==> src/rtl/vga_timing_gen.sv <==
// Parametrised VGA raster timing generator with pixel-fetch interface and aligned RGB output.
// Optional frame counter port enabled by defining VGA_TIMING_FRAME_CNT_EN.
module vga_timing_gen #(
   parameter int unsigned H_ACTIVE    = 640,
   parameter int unsigned H_FP        = 16,
   parameter int unsigned H_SYNC      = 96,
   parameter int unsigned H_BP        = 48,
   parameter int unsigned V_ACTIVE    = 480,
   parameter int unsigned V_FP        = 10,
   parameter int unsigned V_SYNC      = 2,
   parameter int unsigned V_BP        = 33,
   parameter bit          H_SYNC_POL  = 1'b0,
   parameter bit          V_SYNC_POL  = 1'b0,
   parameter int unsigned PRESCALE    = 1,
   parameter int unsigned PIX_LATENCY = 1,
   parameter int unsigned COLOR_W     = 4,
   parameter int unsigned CW          = 11
) (
   input  logic                 clk_25_175,
   input  logic                 reset,
   output logic [CW-1:0]        hpos,
   output logic [CW-1:0]        vpos,
   output logic                 req,
   input  logic [3*COLOR_W-1:0] pixstream,
   output logic [COLOR_W-1:0]   r,
   output logic [COLOR_W-1:0]   g,
   output logic [COLOR_W-1:0]   b,
   output logic                 h_sync,
   output logic                 v_sync,
   output logic                 drawing_pixels,
   output logic                 line_start,
`ifdef VGA_TIMING_FRAME_CNT_EN
   output logic [15:0]          frame_cnt,
`endif
   output logic                 frame_start
);

   localparam int unsigned H_TOTAL = H_ACTIVE + H_FP + H_SYNC + H_BP;
   localparam int unsigned V_TOTAL = V_ACTIVE + V_FP + V_SYNC + V_BP;
   localparam int unsigned PW      = (PRESCALE > 1) ? $clog2(PRESCALE) : 1;

   logic [PW-1:0] ph_q, ph_d;
   logic [CW-1:0] hpos_q, hpos_d;
   logic [CW-1:0] vpos_q, vpos_d;
   logic          ph_last, h_last, v_last;

   assign ph_last = (ph_q == PW'(PRESCALE - 1));
   assign h_last  = (hpos_q == CW'(H_TOTAL - 1));
   assign v_last  = (vpos_q == CW'(V_TOTAL - 1));

   always_comb begin
      ph_d   = ph_last ? '0 : ph_q + PW'(1);
      hpos_d = hpos_q;
      vpos_d = vpos_q;
      if (ph_last) begin
         hpos_d = h_last ? '0 : hpos_q + CW'(1);
         if (h_last) begin
            vpos_d = v_last ? '0 : vpos_q + CW'(1);
         end
      end
   end

   always_ff @(posedge clk_25_175 or posedge reset) begin
      if (reset) begin
         ph_q   <= '0;
         hpos_q <= '0;
         vpos_q <= '0;
      end else begin
         ph_q   <= ph_d;
         hpos_q <= hpos_d;
         vpos_q <= vpos_d;
      end
   end

   assign hpos = hpos_q;
   assign vpos = vpos_q;

   // Gated by reset so the pulses read 0 while held in reset.
   assign line_start  = !reset && (hpos_q == '0) && (ph_q == '0);
   assign frame_start = line_start && (vpos_q == '0);

   logic req_raw, hs_raw, vs_raw;

   assign req_raw = (hpos_q < CW'(H_ACTIVE)) && (vpos_q < CW'(V_ACTIVE));
   assign req     = req_raw;
   assign hs_raw  = ((hpos_q >= CW'(H_ACTIVE + H_FP)) && (hpos_q < CW'(H_ACTIVE + H_FP + H_SYNC)))
                    ? H_SYNC_POL : !H_SYNC_POL;
   assign vs_raw  = ((vpos_q >= CW'(V_ACTIVE + V_FP)) && (vpos_q < CW'(V_ACTIVE + V_FP + V_SYNC)))
                    ? V_SYNC_POL : !V_SYNC_POL;

   logic req_dly, hs_dly, vs_dly;

   generate
      if (PIX_LATENCY == 0) begin : g_no_pipe
         assign req_dly = req_raw;
         assign hs_dly  = hs_raw;
         assign vs_dly  = vs_raw;
      end else begin : g_pipe
         logic [PIX_LATENCY-1:0] req_pipe_q, req_pipe_d;
         logic [PIX_LATENCY-1:0] hs_pipe_q, hs_pipe_d;
         logic [PIX_LATENCY-1:0] vs_pipe_q, vs_pipe_d;

         always_comb begin
            req_pipe_d    = req_pipe_q;
            hs_pipe_d     = hs_pipe_q;
            vs_pipe_d     = vs_pipe_q;
            req_pipe_d[0] = req_raw;
            hs_pipe_d[0]  = hs_raw;
            vs_pipe_d[0]  = vs_raw;
            for (int i = 1; i < int'(PIX_LATENCY); i++) begin
               req_pipe_d[i] = req_pipe_q[i-1];
               hs_pipe_d[i]  = hs_pipe_q[i-1];
               vs_pipe_d[i]  = vs_pipe_q[i-1];
            end
         end

         always_ff @(posedge clk_25_175 or posedge reset) begin
            if (reset) begin
               req_pipe_q <= '0;
               hs_pipe_q  <= {PIX_LATENCY{!H_SYNC_POL}};
               vs_pipe_q  <= {PIX_LATENCY{!V_SYNC_POL}};
            end else begin
               req_pipe_q <= req_pipe_d;
               hs_pipe_q  <= hs_pipe_d;
               vs_pipe_q  <= vs_pipe_d;
            end
         end

         assign req_dly = req_pipe_q[PIX_LATENCY-1];
         assign hs_dly  = hs_pipe_q[PIX_LATENCY-1];
         assign vs_dly  = vs_pipe_q[PIX_LATENCY-1];
      end
   endgenerate

   logic [3*COLOR_W-1:0] rgb_q, rgb_d;
   logic                 hs_q, hs_d, vs_q, vs_d, de_q, de_d;

   always_comb begin
      rgb_d = req_dly ? pixstream : '0;
      hs_d  = hs_dly;
      vs_d  = vs_dly;
      de_d  = req_dly;
   end

   always_ff @(posedge clk_25_175 or posedge reset) begin
      if (reset) begin
         rgb_q <= '0;
         hs_q  <= !H_SYNC_POL;
         vs_q  <= !V_SYNC_POL;
         de_q  <= 1'b0;
      end else begin
         rgb_q <= rgb_d;
         hs_q  <= hs_d;
         vs_q  <= vs_d;
         de_q  <= de_d;
      end
   end

   assign r              = rgb_q[COLOR_W-1:0];
   assign g              = rgb_q[2*COLOR_W-1:COLOR_W];
   assign b              = rgb_q[3*COLOR_W-1:2*COLOR_W];
   assign h_sync         = hs_q;
   assign v_sync         = vs_q;
   assign drawing_pixels = de_q;

`ifdef VGA_TIMING_FRAME_CNT_EN
   logic [15:0] frame_cnt_q, frame_cnt_d;

   always_comb begin
      frame_cnt_d = frame_start ? frame_cnt_q + 16'd1 : frame_cnt_q;
   end

   always_ff @(posedge clk_25_175 or posedge reset) begin
      if (reset) begin
         frame_cnt_q <= '0;
      end else begin
         frame_cnt_q <= frame_cnt_d;
      end
   end

   assign frame_cnt = frame_cnt_q;
`endif

endmodule

==> config.mk <==
export PLATFORM = sky130hd
export DESIGN_NAME = vga_timing_gen
export DESIGN_NICKNAME = d
export VERILOG_FILES = /design/src/rtl/vga_timing_gen.sv
export SDC_FILE = /design/constraint.sdc
export NUM_CORES = 1
export LEC_CHECK = 0
export ABC_AREA = 1
export BUFFER_PORTS_ARGS = -buffer_cell sky130_fd_sc_hd__buf_2
export CAP_MARGIN = 20
export CELL_PAD_IN_SITES_DETAIL_PLACEMENT = 0
export CELL_PAD_IN_SITES_GLOBAL_PLACEMENT = 2
export CORE_MARGIN = 8
export CORE_UTILIZATION = 29
export DETAILED_ROUTE_END_ITERATION = 10
export PLACE_DENSITY_LB_ADDON = 0.1
export SYNTH_ARGS = -nofsm -noshare
export SYNTH_HDL_FRONTEND = slang
export SYNTH_SLANG_ARGS = --single-unit
==> constraint.sdc <==
create_clock -name clk_25_175 -period 3 [get_ports clk_25_175]
set_clock_uncertainty 0.1 [all_clocks]
set_input_delay 0.6 -clock clk_25_175 [delete_from_list [all_inputs] [get_ports clk_25_175]]
set_output_delay 0.6 -clock clk_25_175 [all_outputs]
set_load 0.05 [all_outputs]
### Yosys cells after proc, flatten, opt, wreduce, memory -nomap -nowiden

Index checks and enable logic that the tools add are counted.
W data, S select, Z words.

| cells by class | value |
|---|---|
| add/sub/neg operators | 3 |
| multipliers | 0 |
| divide/modulo/power cells | 0 |
| order comparisons | 6 |
| eq/ne operators | 2 |
| shift operators | 0 |
| multiplexer cells | 6 |
| bitwise operators | 1 |
| reductions and logical operators | 10 |

Operator list:

| cell | count |
|---|---|
| $add A11 B1 Y11 const B | 2 |
| $eq A11 B10 Y1 const B | 2 |
| $logic_not A11 Y1 | 2 |
| $lt A11 B10 Y1 const B | 2 |
| $lt A11 B9 Y1 const B | 2 |
| $mux W11 | 2 |
| $mux W12 | 1 |
| $ge A11 B10 Y1 const B | 1 |
| $ge A11 B9 Y1 const B | 1 |
| $logic_and A1 B1 Y1 | 6 |
| $mux W1 | 3 |
| $reduce_and A2 Y1 | 1 |
| $add A1 B1 Y1 const B | 1 |
| $logic_not A1 Y1 | 1 |
| $not A1 Y1 | 1 |

| storage, ports and cells | value |
|---|---|
| register bits | 41 |
| latch bits | 0 |
| memory bits (writable) | 0 |
| ROM bits | 0 |
| input port bits | 14 |
| output and inout bits | 40 |
| logic and storage cells | 38 |
| memories kept | 0 |

### Logic depth before layout (Yosys ltp)

| logic depth | value |
|---|---|
| word-level depth | 4 |
| gate-level depth with buffers | 8 |
| mapped depth without buffers | 8 |

### Least setup slack after synthesis

Ideal clock, no wire load.

| timing path | value |
|---|---|
| path kind | input -> output |
| from | input port reset |
| to | output port frame_start |
| data arrival time | 2.472 ns |
| setup slack | -0.172 ns |
| stages | 5 |
| buffers on the path | 0 |
| cell sequence | inv_1 -> nand2_1 -> nor3_1 -> nand3_1 -> nor2_1 |

| on the way | value |
|---|---|
| cells in the longest elaborated chain, start to end | 4 |

Ends and longest elaborated chain:

| item | RTL line | source |
|---|---|---|
| start, declared | 20 | `input logic reset,` |
| $logic_not A1 Y1 (no source line) | n/a |  |
| $logic_and A1 B1 Y1 (2 in series) | 79 | `assign line_start = !reset && (hpos_q == '0) && (ph_q == '0);` |
| $logic_and A1 B1 Y1 | 80 | `assign frame_start = line_start && (vpos_q == '0);` |
| end, declared | 35 | `output logic frame_start` |

Every way passes these cells.

### Worst setup path in the final report

| timing path | value |
|---|---|
| from | register vpos_q[0], in the netlist vpos[0] |
| to | output port frame_start |

| on the way | value |
|---|---|
| cells in the longest elaborated chain, start to end | 2 |

Ends and longest elaborated chain:

| item | RTL line | source |
|---|---|---|
| start, declared | 44 | `logic [CW-1:0] vpos_q, vpos_d;` |
| start signal, assigned | 71 | `vpos_q <= vpos_d;` |
| $logic_not A11 Y1 | 80 |  |
| $logic_and A1 B1 Y1 | 80 |  |

Every way passes these cells.

==> qor.yml <==
status: "complete, no violations"
use_met2_pct: 16.3
numCtsBuffers: 5
grt_pass1_wl_mm: 8.60
worst_slew_pin_slew_ps: 523
chipHeight_um: 97.1
slew_violations: 0
fill_cells: 686
grt-ovfl-total: 0
die_area_um2: 9420
timing.hold.ws_ps: 258
via_per_inst: 4.35
r2r-start: "hpos[0]$_DFF_PP0_"
cap_violations: 0
setup_viol: 0
irDropWorstVdd_v: 0.000167
r2r_cells: 8
pin_count: 54
min_path_cells: 0
grt_pass1_vias: 1680
route.detailed.wl_per_inst_um: 13.5
cts_tree: "done"
clock-sinks: 40
drive_above_1_share_pct: 28.5
worstPathArrival_ps: 1680
yosys_register_bits: 40
postRouteAntennaNets: 0
min_path_type: "reg2reg"
initialDrtViolationCount: 97
critical_path_peak_fanout: 5
finish.net_count: 301
syn_area_um2: 1910
gp_congestion: 0.732
fmax_ghz: 0.420
cts_root_buf: "clkbuf_8"
start_util_pct: 30.0
ctsResizeCount: 0
hold_path_end: "v_sync$_DFF_PP1_"
grt-busiest-layer: "met2"
clk_pin_slew_ps: 80
syn_avg_cell_area_um2: 8.47
grt_usage_pct: 11.1
numPortBuffers: 53
drc_errors: 0
start_kind: "register"
r2r_slack_ps: 1230
yosysTopAreaCell: "dfrtp_1"
core_um2: 6350
seqCellArea_um2: 1010
seq_area_frac_synth_pct: 52.8
synth_nets: 243
clockBufferDepth: 2
slew_headroom_pct: 65.1
layout_common_cells: "nand2_1 (54), buf_2 (53), inv_1 (37)"
worstHoldStart: "g_pipe.vs_pipe_q$_DFF_PP1_"
synth.area.top_cells: "dfrtp_1 (47%), nand2_1 (11%), inv_1 (7.5%), nand3_1 (5.8%), dfstp_2 (5.5%)"
dieWidth_um: 97.1
vias: 1570
period_needed_ps: 2380
cts-htree-levels: 2
n_antenna_cell: 0
postCtsSetupBuffers: 0
tns_ps: 0
synth_top_cell_area_share_pct: 47.3
synth.distinct_cells: 26
multi_input_area_um2: 724
grt_max_degree: 41
use_met3_pct: 3.63
finalHoldViolCount: 0
syn_inst: 225
antenna_found_initial: 0
dp_hpwl_mm: 3.56
first_pass_iters: 4
rows: 29
met1_usage_pct: 14.9
power.density_nw_per_um2: 447
rsz0062_at_grt: "false"
critical_path_class: "reg2out"
r2r_end: "vpos[5]$_DFFE_PP0N_"
hold_buffers: 0
area_growth_pct: 24.5
worstSkewPairLatency_ps: 290
period_share_pct: 79.4
routed_wl_mm: 4.88
yosys_warnings: 0
final_common_cell: "nand2_1"
leakage_nw: 1.31
worst_setup_path_end_kind: "output pin"
crit_required_ps: 2300
## Yosys cell counts
cell	number
nand2_1	54
inv_1	38
dfrtp_1	36
nand3_1	22
nor2_1	18
xor2_1	9
nor2_2	6
nor3_1	6
o21ai_0	6
dfstp_2	4
ha_1	4
inv_2	4
a21oi_1	2
nand3b_1	2
nor4_1	2
o21ai_1	2
a31oi_1	1
buf_2	1
buf_8	1
clkbuf_1	1
nand2_2	1
nand3_2	1
nand4_1	1
nor2_8	1
o211ai_1	1
o31ai_1	1
## where the power goes
group / switching [mW] / internal, mW
combinational: 0.0509 / 0.0155
sequential: 0.00148 / 0.547
clock: 0.199 / 0.246
total: 0.252 / 0.809
## through the flow
| stage | power, mW | instances | instance area [um2] | setup slack [ps] | utilization (%) |
|---|---|---|---|---|---|
| final | 1.06 | 361 | 2370 | 617 | 37.4 |
| after global routing | 1.11 | 361 | 2370 | 457 | 37.4 |
| after CTS | 1.08 | 361 | 2370 | 580 | 37.4 |
| after detailed placement | 0.627 | 353 | 2260 | 799 | 35.6 |
| after global placement | 0.627 | 353 | 2260 | 820 | 35.6 |
| after floorplan | 0.604 | 225 | 1920 | 256 | - |
## how the worst max path moves through the flow
stage	depth (start not counted)	to	from	slack (ps)
after global routing	7	frame_start	vpos[0]$_DFFE_PP0N_	460
after detailed placement	7	frame_start	reset	800
after floorplan	5	frame_start	reset	260
final	7	frame_start	vpos[0]$_DFFE_PP0N_	620
after global placement	7	frame_start	reset	820
after CTS	7	frame_start	vpos[0]$_DFFE_PP0N_	580
## layer usage
| metal | part of all wire [%] | vias to the layer above | wire length, um |
|---|---|---|---|
| li1 | - | 807 | - |
| met1 | 51 | 710 | 2480 |
| met2 | 42 | 46 | 2050 |
| met3 | 5.9 | 7 | 289 |
| met4 | 1.2 | 0 | 58 |
| met5 | 0 | - | 0 |
## area by class of cell
| type | count | area share, % |
|---|---|---|
| repair buffers | 54 | 11.5 |
| clock inverters | 3 | 1.79 |
| flip-flops and latches | 40 | 42.4 |
| multi-input cells | 140 | 30.5 |
| well taps | 77 | 4.06 |
| clock buffers | 5 | 2.90 |
| inverters | 42 | 6.80 |
## cell families after synthesis
kind of cell | Yosys count | share of synthesized area [%]
XOR/XNOR | 9 | 4.14
adder cells (fa/ha/maj) | 4 | 2.63
AO/OA/AOI/OAI | 13 | 3.74
flip-flops | 40 | 52.8
AND/OR/NAND/NOR | 114 | 27.2
buffers and inverters | 45 | 9.52
## worst max-delay path, cell delays in order (launching register included)
cell and delay (ps):
dfrtp_1 430, inv_1 110, ha_1 180, nand2_1 60
nor3_1 160, nand2_1 80, nor2_1 110, buf_2 270
## flip-flops by register name, indices dropped and copies added, names as in the netlist
name              cells
hpos                 11
g_pipe.hs_pipe_q      1
de_d                  1
v_sync                1
drawing_pixels        1
g_pipe.vs_pipe_q      1
rgb_q                12
h_sync                1
vpos                 11
Power figures use the tool's default switching activity.
